$ cat src/rtl/pc_sel_ctrl.sv
// Next-PC sequencing controller.
// Selects the PC mux source every cycle and owns the machine trap state.
// The trap state covers MEPC, MCAUSE and the in-handler flag.
// After any redirect it holds the pipeline flush for FLUSH_CYCLES cycles.
// It parks the core in HALT on a double fault.
module pc_sel_ctrl #(
    parameter int FLUSH_CYCLES = 2,
    parameter int CAUSE_W      = 5
) (
    input  logic               clk,
    input  logic               rst_n,
    input  logic               stall,
    input  logic [31:0]        pc_cur,
    input  logic               branch_taken,
    input  logic               jal,
    input  logic               jalr,
    input  logic               exc_req,
    input  logic [CAUSE_W-1:0] exc_cause,
    input  logic               irq,
    input  logic               irq_en,
    input  logic               mret,
    output logic [2:0]         Control_PC_Mux,
    output logic [31:0]        mepc,
    output logic [31:0]        mcause,
    output logic               flush,
    output logic               in_handler,
    output logic               halted
);

    localparam logic [2:0] SEL_PC4    = 3'b000;
    localparam logic [2:0] SEL_BRANCH = 3'b001;
    localparam logic [2:0] SEL_JAL    = 3'b011;
    localparam logic [2:0] SEL_JALR   = 3'b100;
    localparam logic [2:0] SEL_TRAP   = 3'b101;
    localparam logic [2:0] SEL_MRET   = 3'b111;

    localparam logic [CAUSE_W-1:0] CAUSE_IRQ     = CAUSE_W'(11);
    localparam logic [CAUSE_W-1:0] CAUSE_ILL_RET = CAUSE_W'(2);
    localparam logic [2:0]         FLUSH_LOAD    = 3'(FLUSH_CYCLES);

    typedef enum logic [1:0] {
        ST_RUN   = 2'b00,
        ST_FLUSH = 2'b01,
        ST_HALT  = 2'b10
    } state_t;

    state_t      state_q, state_d;
    logic [2:0]  cnt_q, cnt_d;
    logic [31:0] mepc_d, mcause_d;
    logic        flush_d, in_handler_d, halted_d;

    // Trap request decoded in RUN; an illegal mret is folded in as cause 2.
    logic               irq_take;
    logic               trap_go;
    logic               trap_irq;
    logic [CAUSE_W-1:0] trap_cause;

    // Next-state, mux select and next values of the trap registers.
    always_comb begin
        state_d        = state_q;
        cnt_d          = cnt_q;
        mepc_d         = mepc;
        mcause_d       = mcause;
        flush_d        = flush;
        in_handler_d   = in_handler;
        halted_d       = halted;
        Control_PC_Mux = SEL_PC4;
        irq_take       = irq && irq_en && !in_handler;
        trap_go        = 1'b0;
        trap_irq       = 1'b0;
        trap_cause     = '0;

        if (!stall) begin
            unique case (state_q)
                ST_RUN: begin
                    if (exc_req) begin
                        if (in_handler) begin
                            // Fault inside the handler: stop the core for good.
                            state_d  = ST_HALT;
                            halted_d = 1'b1;
                            flush_d  = 1'b1;
                        end else begin
                            trap_go    = 1'b1;
                            trap_cause = exc_cause;
                        end
                    end else if (irq_take) begin
                        trap_go    = 1'b1;
                        trap_irq   = 1'b1;
                        trap_cause = CAUSE_IRQ;
                    end else if (mret && !in_handler) begin
                        trap_go    = 1'b1;
                        trap_cause = CAUSE_ILL_RET;
                    end else if (mret) begin
                        Control_PC_Mux = SEL_MRET;
                        in_handler_d   = 1'b0;
                        state_d        = ST_FLUSH;
                    end else if (jalr) begin
                        Control_PC_Mux = SEL_JALR;
                        state_d        = ST_FLUSH;
                    end else if (jal) begin
                        Control_PC_Mux = SEL_JAL;
                        state_d        = ST_FLUSH;
                    end else if (branch_taken) begin
                        Control_PC_Mux = SEL_BRANCH;
                        state_d        = ST_FLUSH;
                    end

                    if (trap_go) begin
                        Control_PC_Mux = SEL_TRAP;
                        mepc_d         = pc_cur;
                        mcause_d       = '0;
                        mcause_d[31]   = trap_irq;
                        mcause_d[CAUSE_W-1:0] = trap_cause;
                        in_handler_d   = 1'b1;
                        state_d        = ST_FLUSH;
                    end

                    if (state_d == ST_FLUSH) begin
                        cnt_d   = FLUSH_LOAD;
                        flush_d = 1'b1;
                    end
                end

                ST_FLUSH: begin
                    // Younger instructions are being squashed: ignore their requests.
                    if (cnt_q <= 3'd1) begin
                        state_d = ST_RUN;
                        cnt_d   = 3'd0;
                        flush_d = 1'b0;
                    end else begin
                        cnt_d = cnt_q - 3'd1;
                    end
                end

                ST_HALT: begin
                    // Sticky until reset.
                end

                default: begin
                    state_d = ST_RUN;
                    cnt_d   = 3'd0;
                    flush_d = 1'b0;
                end
            endcase
        end
    end

    // State, flush counter and registered trap outputs.
    always_ff @(posedge clk or negedge rst_n) begin
        if (!rst_n) begin
            state_q    <= ST_RUN;
            cnt_q      <= 3'd0;
            mepc       <= 32'd0;
            mcause     <= 32'd0;
            flush      <= 1'b0;
            in_handler <= 1'b0;
            halted     <= 1'b0;
        end else begin
            state_q    <= state_d;
            cnt_q      <= cnt_d;
            mepc       <= mepc_d;
            mcause     <= mcause_d;
            flush      <= flush_d;
            in_handler <= in_handler_d;
            halted     <= halted_d;
        end
    end

endmodule

$ cat config.mk
export PLATFORM = sky130hd
export DESIGN_NAME = pc_sel_ctrl
export DESIGN_NICKNAME = d
export VERILOG_FILES = /design/src/rtl/pc_sel_ctrl.sv
export SDC_FILE = /design/constraint.sdc
export NUM_CORES = 1
export LEC_CHECK = 0
export CAP_MARGIN = 20
export CORE_ASPECT_RATIO = 0.75
export CORE_MARGIN = 2
export CORE_UTILIZATION = 42
export CTS_CLUSTER_SIZE = 25
export DETAILED_ROUTE_END_ITERATION = 16
export HOLD_SLACK_MARGIN = 0.05
export PLACE_DENSITY = 0.95
export SLEW_MARGIN = 20
export SYNTH_ARGS = -nofsm -noshare
export SYNTH_HDL_FRONTEND = slang
export SYNTH_SLANG_ARGS = --single-unit
$ cat constraint.sdc
create_clock -name clk -period 2.8 [get_ports clk]
set_input_delay 0.84 -clock clk [delete_from_list [all_inputs] [get_ports clk]]
set_output_delay 0.84 -clock clk [all_outputs]
set_load 0.01 [all_outputs]
==> impl_results.md <==
* H-tree level count at 2
* Crit path max fanout at 2
* Netlist cell types at 34
* DR pass1 iterations at 4
* Post-synthesis sequential area ratio at 0.526
* Multi-input gate area at 877 sq um
* RSZ-0062 raised after global routing: false
* Vias per cell at 4.65
* Max clock buf depth at 2
* Die Y at 66.5 um
* Syn. warnings at 0
* Final number of setup-violating endpoints at 0
* Clk_lat worst skew at 0.29 ns
* Fin nets at 402
* Setup Total Neg Slack at 0 ns
* Ys async rst share at 1.00
* Fillers at 419
* Hold Vio Cnt, Final at 0
* Fin crit share at 0.970
* Reg clk slew, reported paths at 0.08 ns
* CTS tree: done
* Clock skew at 0.00208 ns
* Worst-Margin Slew at 0.716 ns
* Starting density of the core at 0.441
* Pins Over Slew Limit at 0
* Final WL at 5350 um
* Avg WL per Cell at 12.9 um
* Maxcap violations at 0
* Reg area at 0.00115 sq mm
* Post-Syn Area at 0.00219 sq mm
* CTS Sinks at 46
* Min-Delay Path Class: reg2reg
* Grt total ovfl at 0
* Final HPWL from detailed placement at 4140 um
* Slew HR at 0.523
* Root Driver: clkbuf_8
* Vias after detailed routing at 1920
* Crit Path Class: in2out
* I/O pins at 117
* Final min period at 2.72 ns
* Diode count at 0
* Cts hold-fix bufs at 0
* Post-route ant nets at 0
* Initial drt markers at 110
* Critical Path RT at 1.96 ns
* Critical path launch point type: primary input
* Fmax at 368 MHz
* Largest net degree at the start of global routing at 34
* Main synth FF type: dfrtp_1
* Status: finished clean
* Die area at 0.00581 sq mm
* Number of global-route vias before repair at 1942
* GPL Wtd Cong at 0.893
* VDD IR max at 483 uV
* Buffers on Ports at 90
* Layout cell share with drive strength beyond 1 at 0.0992
* Detailed-route DRC error count at 0
* TritonCTS buffer count at 5
* Pwr/cell area at 922 mW/mm^2
* Syn Area/Cell at 8.71 sq um
* Synth Register Bits at 46
* Initial antenna violation count at 0
* Pleak at 1.63 nW
* Core Rows at 22
* Dpl cells at 405
* Total track usage at 0.199
* Post-synth EDFFs at 0
* Area grow syn2layout at 48.7%
* Area of the core at 0.00495 sq mm
* WP data arrival at 1.88 ns
* Crit end category: primary output
* Global-route wire length before repair at 8930 um
* Synth Instances at 251
* Post-Layout Cell Count at 413
* Die W at 87.3 um
routing by layer:
metal,GRT usage,part of all wire,up-vias
met3,0.0483,0.058,11
met4,0.0808,0.019,0
met5,0,0,-
met1,0.243,0.42,887
li1,-,-,948
met2,0.340,0.50,74
cells by family after synthesis:
| kind of cell | Yosys count | share of synthesized area |
|---|---|---|
| compound gates | 22 | 0.0709 |
| fa+ha+maj | 2 | 0.0114 |
| buf+inv | 42 | 0.125 |
| flops | 46 | 0.526 |
| other cells | 1 | 0.00171 |
| simple gates | 138 | 0.265 |
metrics by stage:
| stage | area (sq um) | total power [W] | hold slack, ns | util | setup WS, ns |
|---|---|---|---|---|---|
| floorplan | 2280 | 0.00176 | 0.492 | - | 0.339 |
| global placement | 3140 | 0.00246 | 0.454 | 0.633 | -0.461 |
| detailed placement | 3140 | 0.00253 | 0.461 | 0.633 | -0.579 |
| CTS | 3250 | 0.00303 | 0.482 | 0.656 | -0.0281 |
| global route | 3250 | 0.00322 | 0.498 | 0.657 | 0.0113 |
| finish | 3250 | 0.00300 | 0.475 | 0.657 | 0.0842 |
what timing repair did:
| item | CTS | global route |
|---|---|---|
| gates resized for setup | 19 | 1 |
| setup buffers | 1 | 0 |
| cloned | 0 | 0 |
| pin swaps | 2 | 2 |
| setup endpoints to repair | 3 | 2 |
layout by cell type (no fill, tap or decap), types with 2 or more instances in the layout:
cell type / Yosys / routed
nand3_1: 2 / 2
nand2_1: 105 / 105
buf_2: 7 / 4
nor3_1: 7 / 7
nor2b_1: 2 / 2
buf_4: 26 / 16
a21oi_1: 6 / 5
nor4_1: 3 / 3
dfrtp_1: 46 / 46
inv_1: 5 / 5
nand2b_1: 2 / 2
a211o_1: 2 / 2
o21bai_1: 2 / 2
a211oi_1: 2 / 2
a21o_1: 3 / 3
clkbuf_8: 0 / 6
conb_1: 1 / 26
o21ai_0: 2 / 2
nor2_1: 8 / 8
ha_1: 2 / 2
dlygate4sd2_1: 0 / 4
clkdlybuf4s50_1: 0 / 81
synthesized netlist by cell type (all sizes together) (2+ instances only):
cell type  number  area [sq um]
nand2         105           394
nor3            8          45.0
nor4            3          18.8
a21oi           6          30.0
a211o           2          17.5
o21bai          2          15.0
inv             5          18.8
nand3           2          10.0
nor2            8          30.0
clkbuf          3          12.5
ha              2          25.0
buf            34           241
a211oi          3          27.5
nand2b          2          12.5
dfrtp          46          1150
o21ai           2          10.0
nor2b           2          12.5
or3             2          12.5
nor3b           2          15.0
a21o            3          22.5
critical path: stages:
cell             delay (ns)
clkdlybuf4s50_1        0.48
nor2_1                 0.05
nor2_1                 0.12
nor3_1                 0.07
nor3b_2                0.17
buf_2                  0.15
registers in the layout (all words and copies together) (netlist names):
name / flops
cnt_q: 3
flush: 1
halted: 1
in_handler: 1
mcause: 6
mepc: 32
state_q: 2
cell type report:
cell class / count / share of cell area
Clock buffer: 6 / 0.0254
Sequential cell: 46 / 0.354
Timing Repair Buffer: 107 / 0.313
Inverter: 5 / 0.00577
Clock inverter: 1 / 0.00923
Multi-Input combinational cell: 188 / 0.270
Tap cell: 60 / 0.0231
power breakdown:
group / switching (W) / total, W / internal, W / leakage (nW)
Clock: 0.000207 / 0.000492 / 0.000285 / 0.0573
Sequential: 0.000176 / 0.00113 / 0.000951 / 0.577
Combinational: 0.000637 / 0.00138 / 0.000742 / 0.994
Total: 0.00102 / 0.00300 / 0.00198 / 1.63
path summary, 6_finish.rpt:
path,from,endpoint,slack [ns],cells past startpoint
worst max-delay path,branch_taken,Control_PC_Mux[0],0.08,6
worst min-delay path,mcause[2]$_DFFE_PN0P_,mcause[2]$_DFFE_PN0P_,0.47,2
worst max register to register,state_q[1]$_DFFE_PN0P_,mepc[24]$_DFFE_PN0P_,0.84,6
worst min register to register,mcause[2]$_DFFE_PN0P_,mcause[2]$_DFFE_PN0P_,0.47,2
max in group asynchronous,rst_n,mepc[13]$_DFFE_PN0P_,1.54,2
min in group asynchronous,rst_n,mepc[8]$_DFFE_PN0P_,0.60,1
Note: power is estimated with default switching activity, not from simulation.
